**src/rtl/seq_fetch_streamer.sv**
```systemverilog
// seq_fetch_streamer
//   Reads a contiguous, wrap-around window of the sequence register file.
//   It reads one ASCII base per cycle and converts it to a 2-bit nucleotide
//   code (A=0, C=1, G=2, T=3). Each code goes to the scoring array over a
//   valid/ready handshake. The streamer sustains one beat per cycle while the
//   sink is ready and holds a beat without loss under back-pressure.
//
// Ports
//   clk, rst          system clock; synchronous active-high reset
//   start             1-cycle command pulse, honoured only when idle
//   base_addr, len    command: first entry (mod DEPTH) and base count (clamped to DEPTH)
//   busy, done        command in progress / 1-cycle completion pulse
//   r_addr, r_data    register-file read port (combinational read)
//   m_valid, m_ready  output handshake
//   m_char            raw character
//   m_code            nucleotide code
//   m_invalid         character is not A/C/G/T in either case
//   m_index, m_last   beat position within the command / final beat flag
module seq_fetch_streamer #(
   parameter int DATA_WIDTH = 8,
   parameter int DEPTH      = 128,
   parameter int LEN_WIDTH  = 8
) (
   input  logic                  clk,
   input  logic                  rst,
   input  logic                  start,
   input  logic [31:0]           base_addr,
   input  logic [LEN_WIDTH-1:0]  len,
   output logic                  busy,
   output logic                  done,
   output logic [31:0]           r_addr,
   input  logic [31:0]           r_data,
   output logic                  m_valid,
   input  logic                  m_ready,
   output logic [DATA_WIDTH-1:0] m_char,
   output logic [1:0]            m_code,
   output logic                  m_invalid,
   output logic [LEN_WIDTH-1:0]  m_index,
   output logic                  m_last
);

   localparam int AW = $clog2(DEPTH);

   typedef enum logic [1:0] {S_IDLE, S_STREAM, S_FLUSH, S_DONE} state_e;

   state_e                state_q;
   logic [AW-1:0]         rd_ptr_q;
   logic [LEN_WIDTH-1:0]  remaining_q;
   logic [LEN_WIDTH-1:0]  issue_idx_q;
   logic                  busy_q;
   logic                  done_q;
   logic                  m_valid_q;
   logic [DATA_WIDTH-1:0] m_char_q;
   logic [1:0]            m_code_q;
   logic                  m_invalid_q;
   logic [LEN_WIDTH-1:0]  m_index_q;
   logic                  m_last_q;

   logic [DATA_WIDTH-1:0] char_d;
   logic [1:0]            code_d;
   logic                  invalid_d;
   logic [LEN_WIDTH-1:0]  len_clamp_d;
   logic                  load_d;

   // Upper address bits and upper read-data bits are architecturally ignored.
   logic unused_bits;
   assign unused_bits = ^{base_addr[31:AW], r_data[31:DATA_WIDTH]};

   assign char_d      = r_data[DATA_WIDTH-1:0];
   assign len_clamp_d = (len > LEN_WIDTH'(DEPTH)) ? LEN_WIDTH'(DEPTH) : len;
   // The output register may take a new beat when it is empty or its beat
   // is being consumed this cycle.
   assign load_d      = !m_valid_q || m_ready;

   always_comb begin
      // NOTE: every output of this block gets a default first, so no path
      // through the case can infer a latch.
      code_d    = 2'd0;
      invalid_d = 1'b0;
      case (char_d)
         DATA_WIDTH'(8'h41), DATA_WIDTH'(8'h61): code_d = 2'd0;  // A a
         DATA_WIDTH'(8'h43), DATA_WIDTH'(8'h63): code_d = 2'd1;  // C c
         DATA_WIDTH'(8'h47), DATA_WIDTH'(8'h67): code_d = 2'd2;  // G g
         DATA_WIDTH'(8'h54), DATA_WIDTH'(8'h74): code_d = 2'd3;  // T t
         default:                                invalid_d = 1'b1;
      endcase
   end

   // NOTE: all state uses non-blocking assignments. Each register then sees
   // the values from before the edge, whatever order the statements are in.
   always_ff @(posedge clk) begin
      if (rst) begin
         state_q     <= S_IDLE;
         rd_ptr_q    <= '0;
         remaining_q <= '0;
         issue_idx_q <= '0;
         busy_q      <= 1'b0;
         done_q      <= 1'b0;
         m_valid_q   <= 1'b0;
         m_char_q    <= '0;
         m_code_q    <= 2'd0;
         m_invalid_q <= 1'b0;
         m_index_q   <= '0;
         m_last_q    <= 1'b0;
      end else begin
         done_q <= 1'b0;
         case (state_q)
            S_IDLE: begin
               if (start) begin
                  rd_ptr_q    <= base_addr[AW-1:0];
                  remaining_q <= len_clamp_d;
                  issue_idx_q <= '0;
                  busy_q      <= 1'b1;
                  state_q     <= S_STREAM;
               end
            end
            S_STREAM: begin
               if (remaining_q == '0) begin
                  // A zero-length command issues nothing. It passes through
                  // here for one cycle, so done comes two cycles after start.
                  done_q  <= 1'b1;
                  state_q <= S_DONE;
               end else if (load_d) begin
                  m_valid_q   <= 1'b1;
                  m_char_q    <= char_d;
                  m_code_q    <= code_d;
                  m_invalid_q <= invalid_d;
                  m_index_q   <= issue_idx_q;
                  m_last_q    <= (remaining_q == LEN_WIDTH'(1));
                  rd_ptr_q    <= rd_ptr_q + AW'(1);
                  issue_idx_q <= issue_idx_q + LEN_WIDTH'(1);
                  remaining_q <= remaining_q - LEN_WIDTH'(1);
                  if (remaining_q == LEN_WIDTH'(1)) begin
                     state_q <= S_FLUSH;
                  end
               end
            end
            S_FLUSH: begin
               if (m_valid_q && m_ready && m_last_q) begin
                  m_valid_q <= 1'b0;
                  done_q    <= 1'b1;
                  state_q   <= S_DONE;
               end
            end
            S_DONE: begin
               busy_q  <= 1'b0;
               state_q <= S_IDLE;
            end
            default: state_q <= S_IDLE;
         endcase
      end
   end

   assign r_addr    = {{(32-AW){1'b0}}, rd_ptr_q};
   assign busy      = busy_q;
   assign done      = done_q;
   assign m_valid   = m_valid_q;
   assign m_char    = m_char_q;
   assign m_code    = m_code_q;
   assign m_invalid = m_invalid_q;
   assign m_index   = m_index_q;
   assign m_last    = m_last_q;

endmodule
```
**config.mk**
```make
export PLATFORM = sky130hd
export DESIGN_NAME = seq_fetch_streamer
export DESIGN_NICKNAME = d
export VERILOG_FILES = /design/src/rtl/seq_fetch_streamer.sv
export SDC_FILE = /design/constraint.sdc
export NUM_CORES = 1
export LEC_CHECK = 0
export CORE_UTILIZATION = 55
export CTS_CLUSTER_DIAMETER = 40
export DETAILED_ROUTE_END_ITERATION = 12
export DONT_BUFFER_PORTS = 1
export GPL_TIMING_DRIVEN = 0
export PLACE_DENSITY = 0.71
export SLEW_MARGIN = 20
export SYNTH_ARGS = -nofsm -noshare
export SYNTH_HDL_FRONTEND = slang
export SYNTH_SLANG_ARGS = --single-unit
```
**constraint.sdc**
```tcl
create_clock -name clk -period 2.8 [get_ports clk]
set_clock_uncertainty 0.05 [all_clocks]
set_input_delay 0.42 -clock clk [delete_from_list [all_inputs] [get_ports clk]]
set_output_delay 0.42 -clock clk [all_outputs]
set_load 0.05 [all_outputs]
```
# [Word-level counts from Yosys, hierarchy flattened]
# Index checks and enable logic that the tools add are counted.
[totals] ff_bits=48 inputBits=76 out_inout_bits=55 elab_cells=83
[classes] add_sub_neg=3 n_lt_le_gt_ge=1 eq_ne=18 n_mux=30 n_bitwise=1 n_reduce_logical=18
[ops] operator="== test 8 x 7 -> 1 bit, second input constant" n=8
[ops] operator="two-way mux 8 bit" n=7
[ops] operator="one-hot mux 8 bit (2 select lines)" n=2
[ops] operator="two-way mux 7 bit" n=3
[ops] operator="one-hot mux 7 bit (2 select lines)" n=1
[ops] operator="AND reduction 4 bit" n=3
[ops] operator="two-way mux 2 bit" n=5
[ops] operator="adder 8 x 1 -> 8 bit, second input constant" n=1
[ops] operator="== test 8 x 1 -> 1 bit, second input constant" n=1
[ops] operator="greater-than comparator 8 bit, second input constant" n=1
[ops] operator="zero test 8 bit" n=1
[ops] operator="inequality test 2 bit, second input constant" n=4
[ops] operator="one-hot mux 2 bit (4 select lines)" n=1
[ops] operator="OR reduction 8 bit" n=1
[ops] operator="subtractor 8 x 1 -> 8 bit, second input constant" n=1
[ops] operator="adder 7 x 1 -> 7 bit, second input constant" n=1
[ops] operator="two-way mux 1 bit" n=7
[ops] operator="inequality test 3 bit, second input constant" n=2
[ops] operator="one-hot mux 1 bit (2 select lines)" n=3
[ops] operator="one-hot mux 2 bit (3 select lines)" n=1
[ops] operator="nonzero test 2 bit" n=3
[ops] operator="OR reduction 2 bit" n=3
[ops] operator="== test 2 bit, second input constant" n=2
[ops] operator="AND reduction 3 bit" n=1
[ops] operator="7 further kinds" n=8

# [Logic depth before layout (Yosys ltp)]
# Gate-level depths: netlist (run 1).
[depth] ltp_word=5 depth_mapped=9 depth_no_buf=6

# [Worst setup path before layout (run 1)]
# No wires, ideal clock.
[synth_path] kind="reg2reg" from="reg state_q[0]" to="reg issue_idx_q[5]" setup_ns=0.066 arrival_time_ns=1.882 t_required_ns=2.684 path_slack_ns=0.803 stages_incl_launch_ff=8 path_buffers=1 period_less_slack_ns=1.997 cell_sequence="dfxtp_1 inv_1 ha_1 nor2b_1 a211o_1 buf_2 or4_1 a21boi_2"
[synth_between] elab_chain_len=3 elab_cells_between_ends=8 classes_between="eq/ne (4); mux (1); reduce/logical (3)"
[synth_rtl] element="from (decl)" line="46" source="state_e state_q;"
[synth_rtl] element="from (signal assigned)" line="93" source="state_q <= S_IDLE;"
[synth_rtl] element="from (signal assigned)" line="114" source="state_q <= S_STREAM;"
[synth_rtl] element="from (signal assigned)" line="122" source="state_q <= S_DONE;"
[synth_rtl] element="== test 2 x 1 -> 1 bit or zero test 2 bit (tied branches)" line="107" source="case (state_q)"
[synth_rtl] element="inequality test 2 bit (no line) or nonzero test 2 bit (tied branches)"
[synth_rtl] element="AND reduction 4 bit (no line)"
[synth_rtl] element="to (signal assigned)" line="131" source="issue_idx_q <= issue_idx_q + LEN_WIDTH'(1);"
[synth_rtl] element="to (decl)" line="49" source="logic [LEN_WIDTH-1:0] issue_idx_q;"
# Parallel ways exist; a longest one is shown, timed or not.
# A chain may end at the register's enable or synchronous reset.

# [Final worst setup path (run 1)]
[layout_path] from="reg state_q[1]" to="reg rd_ptr_q[2]"
[layout_between] elab_chain_len=3 elab_cells_between_ends=8 classes_between="eq/ne (4); mux (1); reduce/logical (3)"
[layout_rtl] element="== test 2 x 1 -> 1 bit or zero test 2 bit (tied branches)" line="107"
[layout_rtl] element="inequality test 2 bit (no line) or nonzero test 2 bit (tied branches)"
[layout_rtl] element="AND reduction 4 bit (no line)"
[layout_rtl] element="to (signal assigned)" line="110" source="rd_ptr_q <= base_addr[AW-1:0];"
[layout_rtl] element="to (signal assigned)" line="130" source="rd_ptr_q <= rd_ptr_q + AW'(1);"
[layout_rtl] element="to (decl)" line="47" source="logic [AW-1:0] rd_ptr_q;"
# Parallel ways exist; a longest one is shown, timed or not.

==> impl_results.md, run 1 <==
- Vias in the first global route: 2260
- Post-Synthesis Cells: 321
- Top-area cell type share of the netlist area: 34.06%
- IO Pins: 131
- F_max: approximately 420 MHz
- Power per cell area: 1244 nW/um^2
- Pleak: 1.337 nW
- CP top delay family: buffers and inverters
- First-pass GRT wire length: 10.27 mm
- Die ar.: between 5000 and 6000 um^2
- Final TNS setup: 0 ns
- CP max-delay cell: dfxtp_1
- Clock-pin transition on the worst setup and hold timing paths: 0.09 ns
- Clock tree buffer depth: 2
- Most common cell after layout, fill and taps aside: dfxtp_1
- RSZ-0062 raised after global routing: no
- CTS Hold Bufs: 0
- HPWL after DPL: 4.684 mm
- Post-CTS Setup Inserts: 0
- Async SR Flop Fraction: 0%
- Routed Antenna Nets: 0
- Total track usage: about a quarter
- Hold Fails Final Rpt: 0
- Crit-path max FO: 10
- Initial antenna violation count: 0
- Startpoint Class: register
- CTS buffer count: 5
- Post-synth EDFFs: 0
- Setup violators final: 0
- Vias: 2453
- Final Power: just under 4 mW
- Die W: 73.63 um
- Critical Path, Cell by Cell: inv_1 -> ha_1 -> buf_2 -> inv_1 -> buf_2 -> clkbuf_1 -> nor2_1 -> o311ai_0 -> o31ai_1
- Sequential-to-total area share from yosys stat: 34.06%
- Final min period: approximately 2.4 ns
- WHS Path Cells: 2
- N_diodes: 0
- Rows: 25
- Syn avg cell area: 8.790 um^2
- Die height: about 74 um
- Vias per cell: 5.854
- Leading area contributor after synthesis: dfxtp_1
- Worst min path class: input port to register
- GP Congestion: 0.8933
- R2R cell count: 9
- Crit path DAT: 2.52 ns
- Largest net degree at the start of global routing: 15
- Area Overhead vs Synth: 10.73%
- Core Util, Final: between 60% and 70%
- IO buf count: 0
- Post-Synthesis Cell Area: 2821 um^2
- Post-synthesis register bit count: 48
- CP Depth: 9
- Top post-synthesis cells by area: dfxtp_1, buf_4, mux2i_1, ha_1, nor2_1
- Final Cycle Share: 85.09%
- Clk_lat worst skew: about 0.31 ns
- Layout cell share with drive strength beyond 1: 19.03%
- Max-cap violations: 0
- Routed WL per cell: 15.60 um
- CTS tree: done
- Synth warn: 0
- Maximum VDD drop: 0.5973 mV
- Core box area: 4817 um^2
- Drc violations: 0
- Post-CTS resize count: 0
- GRT Residual Overflow: 0
- Max-slew violations: 0
- First-pass DRT Iterations: 4
- H-tree Lvls: 2
- Max stage delay on crit path: 0.40 ns
- Drt first-iter violations: 100
- Setup crit end kind: register
- Starting Density: 58.57%
- Clk root buf: clkbuf_8
- Clock sinks: between 40 and 50
- Slew HR: 48.35%
- Detailed Route WL: 6.535 mm
- NumNets Final: 437
- Status: complete, no violations
- Crit path buf inv count: 5
- Most frequent cells in the layout: dfxtp_1, nor2_1, buf_4, conb_1, mux2i_1
- CP Data Required Time: 2.94 ns
- Measured slew at the worst slew-check pin: 0.7676 ns
- Critical setup path kind: register to register
- Netlist cell types: 57
- Top_reg_cell synth: dfxtp_1
-- final cells by class --
class,instances,area [um^2]
fillers,461,1693
multi-input cells,237,1597
flip-flops and latches,48,960.9
plain buffers,44,294.0
well taps,67,83.83
clock buffers,5,68.82
clock inverters,2,60.06
inverters,16,60.06
-- worst paths after layout --
check	to	from	slack (ns)
max reg2reg	rd_ptr_q[2]$_SDFFE_PP0P_	state_q[1]$_SDFFE_PP0P_	0.42
min reg2reg	issue_idx_q[6]$_SDFFE_PP0P_	issue_idx_q[6]$_SDFFE_PP0P_	0.45
max	rd_ptr_q[2]$_SDFFE_PP0P_	state_q[1]$_SDFFE_PP0P_	0.42
min	m_char[4]$_SDFFE_PP0P_	r_data[4]	0.20
-- kinds of logic (layout without fill, tap and decap cells) --
| family | Yosys count | count (layout) | share of synthesized area, % |
|---|---|---|---|
| muxes | 18 | 18 | 6.386 |
| AOI/OAI and AO/OA | 83 | 83 | 22.93 |
| DFF | 48 | 48 | 34.06 |
| adders and majority gates | 9 | 9 | 3.991 |
| and+or+nand+nor | 102 | 102 | 19.96 |
| buffers and inverters | 60 | 67 | 12.55 |
| other | 1 | 25 | 0.1329 |
-- cell usage after synthesis, types with 3 or more instances --
library cell	count
dfxtp_1	48
buf_4	26
nor2_1	26
mux2i_1	18
a21oi_1	17
inv_1	16
nand2_1	15
ha_1	9
nand3_1	9
clkbuf_1	8
a211oi_1	7
buf_2	7
o21ai_0	7
a31oi_1	5
and3_1	5
nor2b_1	5
nor3_1	5
and4_1	4
nand4_1	4
nor3b_1	4
nor4_1	4
o31ai_1	4
o32ai_1	4
or3_1	4
or4_1	4
a21boi_2	3
a21o_1	3
a311oi_1	3
a31o_2	3
buf_6	3
o311ai_0	3
o31ai_2	3
or2_2	3
-- where the power goes --
| part | leakage [nW] | switching, mW | total (mW) | internal (mW) |
|---|---|---|---|---|
| sequential | 0.391 | 0.585 | 1.45 | 0.868 |
| clock | 0.0642 | 0.239 | 0.591 | 0.352 |
| combinational | 0.882 | 1.15 | 1.84 | 0.691 |
| total | 1.34 | 1.98 | 3.89 | 1.91 |
-- flip-flops by register name (all words and copies together), names as in the netlist --
| register | flops |
|---|---|
| busy | 1 |
| done | 1 |
| issue_idx_q | 8 |
| m_char | 8 |
| m_code | 2 |
| m_index | 8 |
| m_invalid | 1 |
| m_last | 1 |
| m_valid | 1 |
| rd_ptr_q | 7 |
| remaining_q | 8 |
| state_q | 2 |
-- metrics by stage --
stage          std cells  hold slack (ns)  setup WS, ns  area (um^2)
6_report             419           0.2039        0.4175         3124
3_3_place_gp         412           0.4286        0.4507         2995
3_5_place_dp         412           0.4354        0.4687         2995
5_1_grt              419           0.2116        0.2203         3124
4_1_cts              419           0.2070        0.4457         3124
2_1_floorplan        345           0.4064        0.8026         2912
-- layer usage --
metal / GRT usage (%) / vias to the layer above / part of all wire, %
li1: - / 1191 / -
met1: 30.41 / 1166 / 44
met2: 41.79 / 80 / 48
met3: 4.801 / 16 / 5.2
met4: 9.615 / 0 / 2.3
met5: 0 / - / 0
Note: power is estimated with default switching activity, not from simulation.
==> run 2, diff against run 1 <==
Settings changed: ABC_AREA from default to 1.
==> run 2 against run 1 <==
  * Hold slack lost 0.087 ns
  * Sequential share of layout area grew 1.2 points
  * Critical path depth grew 1
  * Total power shrank 8.5%
  * Flip-flop and latch count is the same
  * Register-to-register slack gained 0.35 ns
  * Wire length shrank 4.5%
  * Die area shrank 4.2%
  * Critical path type unchanged
==> impl_results.md, run 2 <==
- Die height: 72.05 um
- Worst slack at placement: between 0.8 and 0.9 ns
- Synth warn: 0
- Measured slew at the worst slew-check pin: 0.6444 ns
- Maximum VDD drop: 0.5703 mV
- N_diodes: 0
- HPWL after DPL: 4.610 mm
- Status: complete, no violations
- Final worst setup slack: 0.7687 ns
- Top Usage Layer GRT: met2
- GRT Residual Overflow: 0
- NumNets Final: 521
- Crit-path max FO: 10
- IO Pins: 131
- Final Cycle Share: 72.55%
- GR Util met1: 31.85%
- Most common cell after layout, fill and taps aside: nand2_1
- Filler cells: 466
- GP Congestion: 0.8305
- Drc violations: 0
- Detailed Route WL: 6.238 mm
- Top-area cell type share of the netlist area: 35.61%
- Post-CTS Setup Inserts: 0
- Most frequent cells in the layout: nand2_1, nor2_1, dfxtp_1, inv_1, a21oi_1
- Routed WL per cell: 12.38 um
- Vias: ~2500
- IO buf count: 0
- Routed Antenna Nets: 0
- Pleak: about 1.4 nW
- Crit path DAT: 2.23 ns
- Final TNS setup: 0 ns
- Top_reg_cell synth: dfxtp_1
- Worst min path class: input port to register
- Top post-synthesis cells by area: dfxtp_1, nand2_1, nor2_1, buf_4, a21oi_1
- Register Area: 960.9 um^2
- Vias per cell: just over 5
- Post-synth EDFFs: 0
- M3 GR Usage: 6.389%
- Largest net degree at the start of global routing: 17
- Post-Synthesis Cell Area: between 2000 and 3000 um^2
- Clk root buf: clkbuf_8
- Die ar.: 5191 um^2
- Starting Density: 57.14%
- Core box area: between 4000 and 5000 um^2
- CTS Hold Bufs: 0
- Setup crit end kind: register
- Post-CTS resize count: 0
- First-pass DRT Iterations: 4
- First-pass GRT wire length: 10.49 mm
- Die W: 72.05 um
- Max stage delay on crit path: 0.41 ns
- CP max-delay cell: dfxtp_1
- Commonest cells post-synth: nand2_1, nor2_1, dfxtp_1, inv_1, a21oi_1
- Hold Fails Final Rpt: 0
- Startpoint Class: register
- Drt first-iter violations: 154
- Netlist cell types: 28
- Count leader, synth: nand2_1
- Clock tree buffer depth: 2
- CTS tree: done
- Setup violators final: 0
- Layout cell share with drive strength beyond 1: 11.67%
- CP Data Required Time: 3.00 ns
- Critical Path, Cell by Cell: inv_1 -> ha_1 -> nand2_1 -> o21ai_0 -> nor2_1 -> nand2_2 -> inv_2 -> buf_2 -> nand3_1 -> a21oi_1
- Vias in the first global route: 2375
- Rows: 25
- Power per cell area: 1181 nW/um^2
- Max-slew violations: 0
- Clk_lat worst skew: 0.32 ns
- Clock-pin transition on the worst setup and hold timing paths: 0.10 ns
- Final min period: 2.031 ns
- Met2 Use GR: 44.13%
- Sequential-to-total area share from yosys stat: 35.61%
- Max-cap violations: 0
- RSZ-0062 raised after global routing: no
- Total track usage: between 20 and 30%
- Slew HR: 56.98%
- Leading area contributor after synthesis: dfxtp_1
- F_max: 492.3 MHz
- Post-synthesis register bit count: 48
- Post-Synthesis Cells: 405
- Critical setup path kind: register to register
- Initial antenna violation count: 0
- Clock sinks: between 40 and 50
- CTS buffer count: 5
- H-tree Lvls: 2
- Area of the multi-input gates: 1418 um^2
- Area Overhead vs Synth: 11.54%
- Syn avg cell area: roughly 6.7 um^2
- Async SR Flop Fraction: 0%
[run 2: layout make-up]
cell class / count / share of cell area [%]
plain buffers: 39 / 8.645
multi-input cells: 302 / 47.09
well taps: 67 / 2.785
clock inverters: 3 / 2.286
inverters: 40 / 4.988
clock buffers: 5 / 2.286
flip-flops and latches: 48 / 31.92
[run 2: final timing paths]
check,start,endpoint,slack [ns],cells past startpoint
max,state_q[0]$_SDFFE_PP0P_,issue_idx_q[2]$_SDFFE_PP0P_,0.77,10
min,rst,rd_ptr_q[2]$_SDFFE_PP0P_,0.12,1
max reg2reg,state_q[0]$_SDFFE_PP0P_,issue_idx_q[2]$_SDFFE_PP0P_,0.77,10
min reg2reg,remaining_q[5]$_SDFFE_PP0P_,remaining_q[5]$_SDFFE_PP0P_,0.43,2
[run 2: cell families after synthesis]
logic type / count (synthesis) / share of synthesized area [%]
other: 1 / 0.1389
AOI/OAI and AO/OA: 79 / 14.97
DFF: 48 / 35.60
and+or+nand+nor: 188 / 29.58
xor gates and xnor gates: 1 / 0.3246
buffers and inverters: 79 / 15.21
adders and majority gates: 9 / 4.173
[run 2: stage by stage]
step	total power [mW]	util, %	hold slack, ns	instances	instance area, um^2
6_report	3.555	63.74	0.1167	504	3010
3_5_place_dp	2.935	60.82	0.4139	496	2873
5_1_grt	3.796	63.74	0.1159	504	3010
3_3_place_gp	2.907	60.82	0.4042	496	2873
4_1_cts	3.549	63.74	0.1191	504	3010
2_1_floorplan	2.645	-	0.3941	429	2789
[run 2: metal layers]
layer,up-vias,share of wire (%)
met5,-,0
met4,0,1.4
met3,8,8.8
met2,82,44
met1,1138,45
li1,1317,-
[run 2: power breakdown]
group	leakage, nW	internal, mW	switching [mW]
Sequential	0.393	0.906	0.777
Combinational	0.962	0.420	0.833
Clock	0.0687	0.360	0.260
[run 2: critical path: cells and delay by family (launching register included)]
family / cells / cell delay, ns
DFF: 1 / 0.41
and+or+nand+nor: 4 / 0.54
adders and majority gates: 1 / 0.28
buffers and inverters: 3 / 0.42
AOI/OAI and AO/OA: 2 / 0.25
